===== src/rtl/bsg_manycore_pkg.sv =====
`default_nettype none
// ============================================================================
//  Module      : bsg_manycore_pkg
//  Description : Shared width helpers for manycore link packets. Packets are
//                carried as flat vectors; these functions give their widths.
//  Revision    : 1.0 - initial release
// ============================================================================
package bsg_manycore_pkg;

    // Request: op(2) + byte mask + EPA + payload + source and destination coords.
    function automatic int packet_width(input int addr_w, input int data_w,
                                        input int x_w, input int y_w);
        return 2 + (data_w / 8) + addr_w + data_w + 2 * (x_w + y_w);
    endfunction

    // Response: type(2) + payload + load id + destination coords.
    function automatic int return_packet_width(input int data_w, input int load_id_w,
                                               input int x_w, input int y_w);
        return 2 + data_w + load_id_w + x_w + y_w;
    endfunction

    // Link layout, MSB first:
    //   {fwd.v, fwd.data, fwd.ready_and_rev, rev.v, rev.data, rev.ready_and_rev}
    function automatic int link_sif_width(input int pkt_w, input int ret_w);
        return pkt_w + ret_w + 4;
    endfunction

endpackage
`default_nettype wire


===== src/rtl/bsg_manycore_ep_fifo.sv =====
`default_nettype none
// ============================================================================
//  Module      : bsg_manycore_ep_fifo
//  Description : Circular buffer with read/write pointers and wrap bits.
//                Head is visible the cycle after it is written. Optionally
//                accepts a new entry while full if the head leaves that cycle.
//  Revision    : 1.0 - initial release
// ============================================================================
module bsg_manycore_ep_fifo
    import bsg_manycore_pkg::*;
#(
    parameter int WIDTH_P                 = 8,
    parameter int ELS_P                   = 4,
    parameter bit ALLOW_ENQ_DEQ_ON_FULL_P = 1'b0
) (
    input  logic               clk,
    input  logic               rst,
    input  logic               i_v,
    input  logic [WIDTH_P-1:0] i_data,
    output logic               o_ready,
    output logic               o_v,
    output logic [WIDTH_P-1:0] o_data,
    input  logic               i_yumi
);
    localparam int                 c_ptr_w = (ELS_P > 1) ? $clog2(ELS_P) : 1;
    localparam logic [c_ptr_w-1:0] c_last  = c_ptr_w'(ELS_P - 1);

    logic [WIDTH_P-1:0] r_mem [ELS_P];
    logic [c_ptr_w-1:0] r_rd_ptr;
    logic [c_ptr_w-1:0] r_wr_ptr;
    logic               r_rd_wrap;
    logic               r_wr_wrap;
    logic               w_empty;
    logic               w_full;
    logic               w_enq;
    logic               w_deq;

    assign w_empty = (r_rd_ptr == r_wr_ptr) && (r_rd_wrap == r_wr_wrap);
    assign w_full  = (r_rd_ptr == r_wr_ptr) && (r_rd_wrap != r_wr_wrap);
    assign w_deq   = i_yumi & ~w_empty;

    generate
        if (ALLOW_ENQ_DEQ_ON_FULL_P) begin : g_enq_on_full
            // The slot being written is the one the head vacates this cycle.
            assign w_enq = i_v & (~w_full | w_deq);
        end else begin : g_enq_not_full
            assign w_enq = i_v & ~w_full;
        end
    endgenerate

    assign o_ready = ~w_full;
    assign o_v     = ~w_empty;
    assign o_data  = r_mem[r_rd_ptr];

    // Storage array; contents need no reset because validity lives in the pointers.
    always_ff @(posedge clk) begin
        if (w_enq) begin
            r_mem[r_wr_ptr] <= i_data;
        end
    end

    // Pointer and wrap-bit advance; the wrap bits disambiguate full from empty.
    always_ff @(posedge clk or posedge rst) begin
        if (rst) begin
            r_rd_ptr  <= '0;
            r_wr_ptr  <= '0;
            r_rd_wrap <= 1'b0;
            r_wr_wrap <= 1'b0;
        end else begin
            if (w_enq) begin
                if (r_wr_ptr == c_last) begin
                    r_wr_ptr  <= '0;
                    r_wr_wrap <= ~r_wr_wrap;
                end else begin
                    r_wr_ptr <= r_wr_ptr + c_ptr_w'(1);
                end
            end
            if (w_deq) begin
                if (r_rd_ptr == c_last) begin
                    r_rd_ptr  <= '0;
                    r_rd_wrap <= ~r_rd_wrap;
                end else begin
                    r_rd_ptr <= r_rd_ptr + c_ptr_w'(1);
                end
            end
        end
    end

endmodule
`default_nettype wire


===== src/rtl/bsg_manycore_endpoint_credited.sv =====
`default_nettype none
// ============================================================================
//  Module      : bsg_manycore_endpoint_credited
//  Description : Tile-side manycore link endpoint with buffered incoming
//                requests/responses and an outstanding-request credit counter.
//  Revision    : 1.0 - initial release
// ============================================================================
module bsg_manycore_endpoint_credited
    import bsg_manycore_pkg::*;
#(
    parameter int X_CORD_WIDTH_P    = 4,
    parameter int Y_CORD_WIDTH_P    = 4,
    parameter int DATA_WIDTH_P      = 32,
    parameter int ADDR_WIDTH_P      = 16,
    parameter int LOAD_ID_WIDTH_P   = 5,
    parameter int REQ_FIFO_ELS_P    = 4,
    parameter int RET_FIFO_ELS_P    = 4,
    parameter int MAX_OUT_CREDITS_P = 16,
    parameter bit GUARANTEE_RET_P   = 1'b1,
    localparam int c_pkt_w    = packet_width(ADDR_WIDTH_P, DATA_WIDTH_P, X_CORD_WIDTH_P, Y_CORD_WIDTH_P),
    localparam int c_ret_w    = return_packet_width(DATA_WIDTH_P, LOAD_ID_WIDTH_P, X_CORD_WIDTH_P, Y_CORD_WIDTH_P),
    localparam int c_link_w   = link_sif_width(c_pkt_w, c_ret_w),
    localparam int c_credit_w = $clog2(MAX_OUT_CREDITS_P + 1)
) (
    input  logic                  clk_i,
    input  logic                  reset_i,
    input  logic [c_link_w-1:0]   link_sif_i,
    output logic [c_link_w-1:0]   link_sif_o,
    output logic [c_pkt_w-1:0]    packet_o,
    output logic                  packet_v_o,
    input  logic                  packet_yumi_i,
    input  logic                  return_packet_v_i,
    input  logic [c_ret_w-1:0]    return_packet_i,
    output logic                  return_packet_ready_o,
    input  logic                  packet_v_i,
    input  logic [c_pkt_w-1:0]    packet_i,
    output logic                  packet_ready_o,
    output logic                  return_packet_v_o,
    output logic [c_ret_w-1:0]    return_packet_o,
    input  logic                  return_packet_yumi_i,
    output logic                  return_fifo_full_o,
    output logic [c_credit_w-1:0] out_credits_o,
    output logic                  ret_overflow_o
);
    // Capping outstanding requests at the response depth means every response
    // that can arrive already has a buffer slot reserved.
    localparam int c_lim = (GUARANTEE_RET_P && (RET_FIFO_ELS_P < MAX_OUT_CREDITS_P))
                           ? RET_FIFO_ELS_P : MAX_OUT_CREDITS_P;
    localparam logic [c_credit_w-1:0] c_lim_cnt = c_credit_w'(c_lim);

    logic                  w_in_fwd_v;
    logic [c_pkt_w-1:0]    w_in_fwd_data;
    logic                  w_in_fwd_ready;
    logic                  w_in_rev_v;
    logic [c_ret_w-1:0]    w_in_rev_data;
    logic                  w_in_rev_ready;
    logic                  w_req_ready;
    logic                  w_ret_not_full;
    logic                  w_credit_ok;
    logic                  w_out_fwd_v;
    logic                  w_inc;
    logic                  w_dec;
    logic                  w_ret_drop;
    logic [c_credit_w-1:0] r_credits;
    logic                  r_ret_overflow;

    assign {w_in_fwd_v, w_in_fwd_data, w_in_fwd_ready,
            w_in_rev_v, w_in_rev_data, w_in_rev_ready} = link_sif_i;

    // Responses are always accepted from the network; overflow is detected locally.
    assign link_sif_o = {w_out_fwd_v, packet_i, w_req_ready,
                         return_packet_v_i, return_packet_i, 1'b1};

    assign return_packet_ready_o = w_in_rev_ready;

    bsg_manycore_ep_fifo #(
        .WIDTH_P                (c_pkt_w),
        .ELS_P                  (REQ_FIFO_ELS_P),
        .ALLOW_ENQ_DEQ_ON_FULL_P(1'b0)
    ) u_req_fifo (
        .clk    (clk_i),
        .rst    (reset_i),
        .i_v    (w_in_fwd_v),
        .i_data (w_in_fwd_data),
        .o_ready(w_req_ready),
        .o_v    (packet_v_o),
        .o_data (packet_o),
        .i_yumi (packet_yumi_i)
    );

    bsg_manycore_ep_fifo #(
        .WIDTH_P                (c_ret_w),
        .ELS_P                  (RET_FIFO_ELS_P),
        .ALLOW_ENQ_DEQ_ON_FULL_P(1'b1)
    ) u_ret_fifo (
        .clk    (clk_i),
        .rst    (reset_i),
        .i_v    (w_in_rev_v),
        .i_data (w_in_rev_data),
        .o_ready(w_ret_not_full),
        .o_v    (return_packet_v_o),
        .o_data (return_packet_o),
        .i_yumi (return_packet_yumi_i)
    );

    assign return_fifo_full_o = ~w_ret_not_full;
    assign w_ret_drop         = w_in_rev_v & ~w_ret_not_full & ~return_packet_yumi_i;

    assign w_credit_ok    = (r_credits < c_lim_cnt);
    assign packet_ready_o = w_in_fwd_ready & w_credit_ok;
    assign w_out_fwd_v    = packet_v_i & w_credit_ok;
    assign w_inc          = packet_v_i & packet_ready_o;
    assign w_dec          = return_packet_yumi_i;
    assign out_credits_o  = r_credits;
    assign ret_overflow_o = r_ret_overflow;

    // Outstanding-request count: up on an issued request, down on a consumed response.
    always_ff @(posedge clk_i or posedge reset_i) begin
        if (reset_i) begin
            r_credits <= '0;
        end else if (w_inc && !w_dec) begin
            r_credits <= r_credits + c_credit_w'(1);
        end else if (!w_inc && w_dec) begin
            r_credits <= r_credits - c_credit_w'(1);
        end
    end

    // Sticky record of any response dropped because the buffer was full.
    always_ff @(posedge clk_i or posedge reset_i) begin
        if (reset_i) begin
            r_ret_overflow <= 1'b0;
        end else if (w_ret_drop) begin
            r_ret_overflow <= 1'b1;
        end
    end

    a_no_credit_underflow: assert property (@(posedge clk_i) disable iff (reset_i)
        !(w_dec && !w_inc && (r_credits == '0)))
        else $error("response consumed with no outstanding request");

    a_no_credit_overrun: assert property (@(posedge clk_i) disable iff (reset_i)
        !(w_inc && !w_dec && (r_credits == c_lim_cnt)))
        else $error("request issued beyond the credit limit");

    a_no_ret_drop: assert property (@(posedge clk_i) disable iff (reset_i)
        !w_ret_drop)
        else $warning("response dropped: response buffer full");

endmodule
`default_nettype wire

===== config.mk =====
export PLATFORM = sky130hd
export DESIGN_NAME = bsg_manycore_endpoint_credited
export DESIGN_NICKNAME = d
export VERILOG_FILES = /design/src/rtl/bsg_manycore_pkg.sv /design/src/rtl/bsg_manycore_ep_fifo.sv /design/src/rtl/bsg_manycore_endpoint_credited.sv
export SDC_FILE = /design/constraint.sdc
export NUM_CORES = 1
export LEC_CHECK = 0
export BUFFER_PORTS_ARGS = -buffer_cell sky130_fd_sc_hd__buf_2
export CAP_MARGIN = 30
export CORE_AREA = 2 2 191 193
export CTS_CLUSTER_SIZE = 12
export DETAILED_ROUTE_END_ITERATION = 16
export DIE_AREA = 0 0 193 195
export PLACE_DENSITY = 0.8
export SLEW_MARGIN = 20
export SYNTH_ARGS = -nofsm -noshare
export SYNTH_HDL_FRONTEND = slang
export SYNTH_SLANG_ARGS = --single-unit

===== constraint.sdc =====
create_clock -name clk_i -period 5.1 [get_ports clk_i]
set_input_delay 1.275 -clock clk_i [delete_from_list [all_inputs] [get_ports clk_i]]
set_output_delay 1.275 -clock clk_i [all_outputs]
set_load 0.1 [all_outputs]

### Yosys cells after proc, flatten, opt, wreduce, memory -nomap -nowiden

Memory sizes are Yosys's and may differ from the RTL's.
Cells that the tools add are included.

* register bits: 18
* RAM bits: 468
* bits of input ports: 244
* memories: 2

Memories
* u_req_fifo.r_mem: depth 4, bits a word 70, rd ports 1, clocked after Yosys merged registers in 0, wr ports 1, line bsg_manycore_ep_fifo.sv:28 `logic [WIDTH_P-1:0] r_mem [ELS_P];`
* u_ret_fifo.r_mem: depth 4, bits a word 47, rd ports 1, clocked after Yosys merged registers in 0, wr ports 1, line bsg_manycore_ep_fifo.sv:28

* add/sub/neg operators: 6
* $lt $le $gt $ge: 1
* equal/unequal tests: 10
* multiplexer cells: 10
* bitwise operators: 19
* reduce and logical (&&, ||, !) cells: 13

Operator list (count)
* two-way mux 5 bit: 2
* bitwise AND 1 bit: 9
* NOT 1 bit: 9
* adder 2 x 1 -> 2 bit, second input constant: 4
* equality test 2 bit, second input constant: 4
* two-way mux 2 bit: 4
* AND reduction 2 bit: 4
* logical AND 1 bit: 6
* adder 5 x 1 -> 5 bit, second input constant: 1
* less-than comparator 5 x 3 -> 1 bit, second input constant: 1
* subtractor 5 x 1 -> 5 bit, second input constant: 1
* equality test 2 bit: 2
* two-way mux 1 bit: 4
* equality test 1 bit: 2
* logical NOT 1 bit: 2
* != test 1 bit: 2
* nonzero test 2 bit: 1
* bitwise OR 1 bit: 1

### Longest topological paths before layout

Gate-level depths: netlist of run 1.

* depth in word-level cells: 8
* mapped depth: 9
* depth with buffers taken out: 9

### Modules after synthesis

A second synthesis of run 1 with hierarchy kept.

* cell total of the unflattened synthesis: 873
* area total of the unflattened synthesis: 19237.2 um2

Modules (own cells, without submodules)
* bsg_manycore_ep_fifo (u_req_fifo): times used 1, cells an instance 419, area an instance 10655.2 um2, sequential area each 8558.2 um2
* bsg_manycore_ep_fifo (u_ret_fifo): times used 1, cells an instance 285, area an instance 7211.9 um2, sequential area each 5795.6 um2
* bsg_manycore_endpoint_credited: times used 1, cells an instance 169, area an instance 1370.1 um2, sequential area each 150.1 um2

### Worst setup path before layout of run 1

Ideal clock, no wire load.

* path kind: input to register
* start point: input link_sif_i[120]
* end point: memory u_req_fifo.r_mem[3][0] in the netlist's numbering, enable pin
* library setup time: 437 ps
* arrival time: 3229 ps
* data required time: 4663 ps
* setup slack: 1434 ps
* stages: 3
* path through: inv_1 a31oi_4 and2_1

* longest elaborated chain between the ends: 3

RTL lines
* start, declared: line bsg_manycore_endpoint_credited.sv:27 `input logic [c_link_w-1:0] link_sif_i,`
* bitwise AND 1 bit: line bsg_manycore_ep_fifo.sv:47 `assign w_enq = i_v & ~w_full;`
* two-way mux 1 bit: line bsg_manycore_ep_fifo.sv:57 `if (w_enq) begin`
* two-way mux 1 bit (implied by the code): line bsg_manycore_ep_fifo.sv:58 `r_mem[r_wr_ptr] <= i_data;`
* end, declared: line bsg_manycore_ep_fifo.sv:28

No other way between the ends.

### Final worst setup path of run 1

* start point: register u_req_fifo.r_rd_ptr[0]
* end point: output packet_o[49]

* longest elaborated chain between the ends: 1

RTL lines
* start, declared: line bsg_manycore_ep_fifo.sv:29 `logic [c_ptr_w-1:0] r_rd_ptr;`
* start signal, assigned: line bsg_manycore_ep_fifo.sv:83 `r_rd_ptr <= r_rd_ptr + c_ptr_w'(1);`
* memory (4 x 70 bit)
* end, declared: line bsg_manycore_endpoint_credited.sv:29 `output logic [c_pkt_w-1:0] packet_o,`

No other way between the ends.

==> results of run 1 <==
[worst register-to-register path, stage by stage (launching register included)]
cell	delay (ps)
dfrtp_4	720
buf_16	300
xnor2_1	160
a41oi_2	360
and2_2	610
buf_4	490
[cell type report]
class                      instances  area share
antenna                           10     0.00117
clock buffer                      67      0.0615
clock inverter                    11     0.00393
inverter                          12     0.00211
multi-input combinational        201       0.157
sequential                       486       0.680
tap                              461      0.0270
timing repair buffer             270      0.0677
[registers in the layout, indices dropped and copies added (netlist names)]
name                  count
u_req_fifo.r_mem        280
u_req_fifo.r_wr_ptr       2
u_ret_fifo.r_mem        188
u_ret_fifo.r_wr_wrap      1
ret_overflow_o            1
u_ret_fifo.r_rd_ptr       2
out_credits_o             5
u_req_fifo.r_rd_wrap      1
u_req_fifo.r_wr_wrap      1
u_req_fifo.r_rd_ptr       2
u_ret_fifo.r_rd_wrap      1
u_ret_fifo.r_wr_ptr       2
[kinds of logic after synthesis]
group                      after synthesis  synth area share
adders and majority gates               16            0.0110
xor gates and xnor gates                15           0.00812
DFF                                    486             0.766
buffers and inverters                  161            0.0584
and+or+nand+nor                         34           0.00958
muxes                                  122             0.142
AOI/OAI and AO/OA                       13           0.00509
other                                    1          0.000198
[routing by layer]
| metal | vias up | GRT usage | share of wire |
|---|---|---|---|
| li1 | 3656 | - | - |
| met1 | 4543 | 0.266 | 0.33 |
| met2 | 539 | 0.386 | 0.49 |
| met3 | 144 | 0.125 | 0.13 |
| met4 | 14 | 0.0979 | 0.041 |
| met5 | - | 0.0358 | 0.0052 |
[synth_stat cells]
library cell,number
a21oi_1,3
a31o_2,1
a31oi_4,1
a41oi_2,1
and2_1,9
and2_4,1
and3_1,3
buf_1,8
buf_2,14
buf_4,125
buf_6,2
conb_1,1
dfrtp_1,18
edfxtp_1,468
fa_1,1
ha_1,15
inv_1,12
mux2_2,4
mux2i_1,1
mux4_2,117
nand2_1,9
nand3_1,5
nand3b_1,1
nand3b_2,1
nor2_1,4
nor3_1,1
o21ai_0,7
xnor2_1,8
xnor2_2,2
xor2_1,4
xor2_2,1
[stage by stage]
stage	instance area (um^2)	hold WS (ps)	util	worst slack, ps	std cells
final	21400	496	0.603	1030	1518
after global placement	19900	452	0.562	1580	1428
after CTS	21300	499	0.603	942	1508
after floorplan	18900	496	-	1430	848
after detailed placement	19900	469	0.563	1570	1430
after global routing	21300	525	0.603	841	1512
[cells in the final DEF (no fill, tap or decap), drive strengths merged, types with 7 or more instances in the layout]
cell,netlist,layout
dfrtp,18,18
xnor2,10,10
o21ai,7,7
clkinv,0,7
inv,12,14
mux4,117,117
edfxtp,468,468
ha,15,15
diode,0,10
and2,10,10
nand2,9,9
clkbuf,0,67
buf,149,270
[path summary, 6_finish.rpt]
kind | startpoint | to | slack [ps] | depth (start not counted)
min reg2reg | out_credits_o[4]$_DFFE_PP0P_ | out_credits_o[4]$_DFFE_PP0P_ | 500 | 1
min in group asynchronous | reset_i | ret_overflow_o$_DFFE_PP0P_ | 830 | 2
max in group asynchronous | reset_i | u_req_fifo.r_rd_ptr[0]$_DFFE_PP0P_ | 3720 | 2
min | out_credits_o[4]$_DFFE_PP0P_ | out_credits_o[4]$_DFFE_PP0P_ | 500 | 1
max reg2reg | u_ret_fifo.r_rd_ptr[0]$_DFFE_PP0P_ | u_ret_fifo.r_mem[2][38]$_DFFE_PP_ | 2090 | 5
max | u_req_fifo.r_rd_ptr[0]$_DFFE_PP0P_ | packet_o[49] | 1030 | 3
==> impl_metrics.csv, run 1 <==
group,metric,value,unit
logic_synthesis,synthCells,848,
placement,dp_hpwl,29.1,mm
drt,vias,8896,
layout,drive_gt1_frac,0.446,
global_routing,grt-ovfl-total,0,
global_routing,grt_pass1_vias,9317,
critical_path,crit_path_start_kind,"flop",
logic_synthesis,yosys.area.top_type_share,0.742,
logic_synthesis,yosys.area.top_type,"edfxtp_1",
die,die_area,0.0376,mm^2
sta,hold_viol,0,
critical_path,crit_chain,"buf_4 -> mux4_2 -> buf_2",
drt,drt_drc_violations_left,0,
logic_synthesis,ys_top_cells_by_area,"edfxtp_1 (74%), mux4_2 (14%), buf_4 (5.0%), dfrtp_1 (2.4%), ha_1 (0.99%)",
global_routing,grt_max_degree,50,
clocking,cts_tree,"yes",
logic_synthesis,synth-seq-cells,486,
die,die_x,193,um
die,rows,69,
clocking,cts.repair.resized,0,
clocking,cts.htree.levels,2,
placement,portBuffers,253,
logic_synthesis,avgSynthCellArea,22.3,um^2
clocking,cts_num_sinks,486,
critical_path,cp.arrival,2800,ps
critical_path,worst_path_max_delay_cell,"dfrtp_4",
outcome,outcome,"completed",
critical_path,cpPeakStageDelay,1010,ps
sta,max_slew.worst_pin.slew,890,ps
clocking,clockRootBuffer,"clkbuf_16",
clocking,cts_setup_buffers,0,
drt,dr.first_iter.drc_count,652,
clocking,clkLatencyLatePin,570,ps
layout,fin_nets,1280,
layout,multiInputGateArea,0.00335,mm^2
sta,fmax,246,MHz
global_routing,grt_use_total,0.240,
sta,setup_tns,0,ps
layout,regArea,0.0145,mm^2
critical_path,cp_data_required_time,3830,ps
logic_synthesis,ys_seq_area_frac,0.766,
sta,fin_skew,11.7,ps
drt,routed_via_density,5.86,
sta,fin_crit_sh,0.799,
logic_synthesis,synthesis.nets,1108,
clocking,cts_hold_buf,0,
critical_path,worst-path-max-fanout,41,
worst_hold_path,hold_class,"reg2reg",
global_routing,grt_pass1_wl,63.5,mm
sta,drv_slew,0,
sta,rsz0062_at_grt,"false",
clocking,clk_pin_slew,60,ps
critical_path,critical-path-top-delay-family,"flip-flops",
die,io_pins,493,
sta,finalSetupViolCount,0,
run,drv_cap,0,
die,fp.dieH,195,um
placement,gp_congestion,0.789,
drt,ant_nets,0,
sta,min_period,4070,ps
critical_path,worstSetupPathType,"reg2out",
logic_synthesis,yosysUniqueCellTypes,31,
die,coreArea,0.0354,mm^2
clocking,clockBufferDepth,3,
die,initial_utilization,0.535,
logic_synthesis,yosysWarnings,0,
drt,drt-total-wl,44.8,mm
layout,fillCellCount,2394,
layout,area.growth.synth_to_final,12.7,%
clocking,cts_buffers,49,
critical_path,cp-end-kind,"output pin",
drt,wl_per_cell,29.5,um
drt,drt_first_pass_iters,5,
sta,relSlewSlack,0.407,
global_routing,grt_antenna_before_repair,15,
logic_synthesis,syn_area,0.0189,mm^2
critical_path,critPathBufInv,2,
Power of run 1 is not shown: default switching activity piles up to over one toggle a cycle in this logic, so the estimate is an artifact.
==> run 2: changes to the inputs <==
Settings changed: ABC_AREA set to 1, CORE_AREA 2 2 191 193 to unset, CORE_MARGIN set to 2, CORE_UTILIZATION set to 48, DIE_AREA 0 0 193 195 to unset, PLACE_DENSITY 0.8 to 0.76.
Clock period 5.1 ns to 3.4 ns, I/O delays scaled along.
==> impl_metrics.csv, run 2 <==
group,metric,value,unit
sta,finalSetupViolCount,0,
logic_synthesis,synth_edf_count,468,
global_routing,grt_pass1_wl,65.6,mm
clocking,cts_tree,"yes",
critical_path,worstSetupPathType,"reg2out",
die,initial_utilization,0.488,
worst_hold_path,hold_class,"in2async",
critical_path,cpPeakStageDelay,610,ps
placement,portBuffers,253,
clocking,clockRootBuffer,"clkbuf_16",
sta,whs,424,ps
run,drv_cap,0,
clocking,cts_setup_buffers,0,
layout,fin_area,0.0229,mm^2
outcome,outcome,"completed",
global_routing,grt_max_degree,119,
drt,vias,11753,
clocking,cts_num_sinks,486,
global_routing,grt_use_total,0.205,
layout,fin_nets,1805,
logic_synthesis,syn_area,0.0194,mm^2
layout,area.growth.synth_to_final,17.7,%
global_routing,grt-ovfl-total,0,
sta,max_slew.worst_pin.slew,805,ps
placement,placed_cell_area,0.0213,mm^2
critical_path,critical-path-top-delay-family,"buffers and inverters",
sta,min_period,3290,ps
die,rows,73,
logic_synthesis,yosysWarnings,0,
sta,fin_crit_sh,0.969,
placement,place_inst,2017,
layout,final_cell_mix,"edfxtp_1 (468), nor2_1 (238), o21ai_0 (217)",
drt,dr.first_iter.drc_count,869,
clocking,cts_buffers,50,
sta,setup_tns,0,ps
logic_synthesis,synthTopCellsByCount,"edfxtp_1 (468), nor2_1 (244), o21ai_0 (217)",
logic_synthesis,avgSynthCellArea,13.8,um^2
sta,drv_slew,0,
global_routing,grt_pass1_vias,11810,
drt,wl_per_cell,21.1,um
drt,routed_via_density,5.59,
die,fp.dieH,205,um
clocking,cts.htree.levels,2,
critical_path,critPathBufInv,3,
layout,drive_gt1_frac,0.236,
clocking,clk_pin_slew,60,ps
placement,gp_congestion,0.762,
critical_path,crit_path_start_kind,"flop",
drt,ant_nets,0,
clocking,clkLatencyLatePin,580,ps
critical_path,worst-path-max-fanout,25,
sta,fin_skew,19.1,ps
logic_synthesis,yosys.area.top_type_share,0.723,
clocking,clockBufferDepth,3,
drt,drt-total-wl,44.3,mm
logic_synthesis,synth-seq-cells,486,
critical_path,cp-end-kind,"output pin",
critical_path,cp_data_required_time,2550,ps
drt,drt_drc_violations_left,0,
layout,largest_register_ffs,280,
die,die_area,0.0421,mm^2
layout,largest-register,"u_req_fifo.r_mem",
layout,fin_cells,2101,
sta,fmax,304,MHz
critical_path,worst_path_max_delay_cell,"dfrtp_4",
logic_synthesis,ys_seq_area_frac,0.746,
logic_synthesis,yosys.area.top_type,"edfxtp_1",
sta,relSlewSlack,0.463,
logic_synthesis,ys_top_cells_by_area,"edfxtp_1 (72%), o21ai_0 (5.6%), buf_4 (5.2%), nor2_1 (4.7%), o22ai_1 (3.8%)",
die,io_pins,493,
critical_path,crit_chain,"clkinv_2 -> buf_4 -> o21ai_0 -> o22ai_1 -> buf_2",
logic_synthesis,yosysMostFrequentCell,"edfxtp_1",
logic_synthesis,synthesis.nets,1671,
sta,hold_viol,0,
placement,dp_hpwl,27.0,mm
logic_synthesis,synthArstFlopShare,0.0370,
logic_synthesis,synth_ff_type,"edfxtp_1",
drt,drt_first_pass_iters,5,
die,die_x,205,um
logic_synthesis,synthCells,1411,
die,coreArea,0.0398,mm^2
critical_path,cp.arrival,2440,ps
logic_synthesis,yosysUniqueCellTypes,33,
global_routing,grt_antenna_before_repair,13,
layout,final_common_cell,"edfxtp_1",
==> run 2: layout make-up <==
| type | count | area [um^2] |
|---|---|---|
| multi-input cells | 694 | 3550 |
| clock buffers | 62 | 1320 |
| well taps | 525 | 657 |
| clock inverters | 14 | 125 |
| flip-flops and latches | 486 | 14500 |
| inverters | 31 | 119 |
| repair buffers | 282 | 2580 |
| diodes | 7 | 17.5 |
| fillers | 3043 | 17000 |
==> run 2: cell families (layout without fill, tap and decap cells) <==
logic type | after synthesis | in the layout | synth area share
AO/OA/AOI/OAI | 363 | 363 | 0.101
AND/OR/NAND/NOR | 306 | 306 | 0.0634
flip-flops | 486 | 486 | 0.746
other | 1 | 8 | 0.000193
buffers and inverters | 231 | 389 | 0.0732
XOR/XNOR | 8 | 8 | 0.00477
adder cells (fa/ha/maj) | 16 | 16 | 0.0107
==> run 2: path summary, 6_finish.rpt <==
| kind | from | to | slack (ps) | cells past startpoint |
|---|---|---|---|---|
| setup / recovery | u_req_fifo.r_rd_ptr[0]$_DFFE_PP0P_ | packet_o[58] | 110 | 5 |
| hold / removal | reset_i | out_credits_o[4]$_DFFE_PP0P_ | 420 | 2 |
| setup reg to reg | out_credits_o[4]$_DFFE_PP0P_ | out_credits_o[4]$_DFFE_PP0P_ | 560 | 10 |
| hold reg to reg | ret_overflow_o$_DFFE_PP0P_ | ret_overflow_o$_DFFE_PP0P_ | 490 | 1 |
| max in group asynchronous | reset_i | u_req_fifo.r_rd_ptr[0]$_DFFE_PP0P_ | 2390 | 2 |
| min in group clk_i | link_sif_i[66] | u_req_fifo.r_mem[1][16]$_DFFE_PP_ | 480 | 1 |
==> run 2: repair_timing <==
action | in CTS | in global routing
setup endpoints to repair | 10 | 53
gates cloned | 0 | 1
hold buffers | 0 | 0
resized for setup | 10 | 22
==> run 2: per-stage QoR <==
| stage | setup WS (ps) | utilization |
|---|---|---|
| final | 106 | 0.574 |
| after global placement | 502 | 0.535 |
| after CTS | 0.534 | 0.572 |
| after global routing | -6.02 | 0.574 |
| after detailed placement | 496 | 0.535 |
| after floorplan | -958 | - |
==> run 2: routing by layer <==
metal	track usage	part of all wire	up-vias
met1	0.232	0.36	5752
li1	-	-	5311
met4	0.0856	0.036	12
met3	0.0881	0.11	146
met5	0.0131	0.0031	-
met2	0.340	0.49	532
Power of run 2 is left out for the same reason.
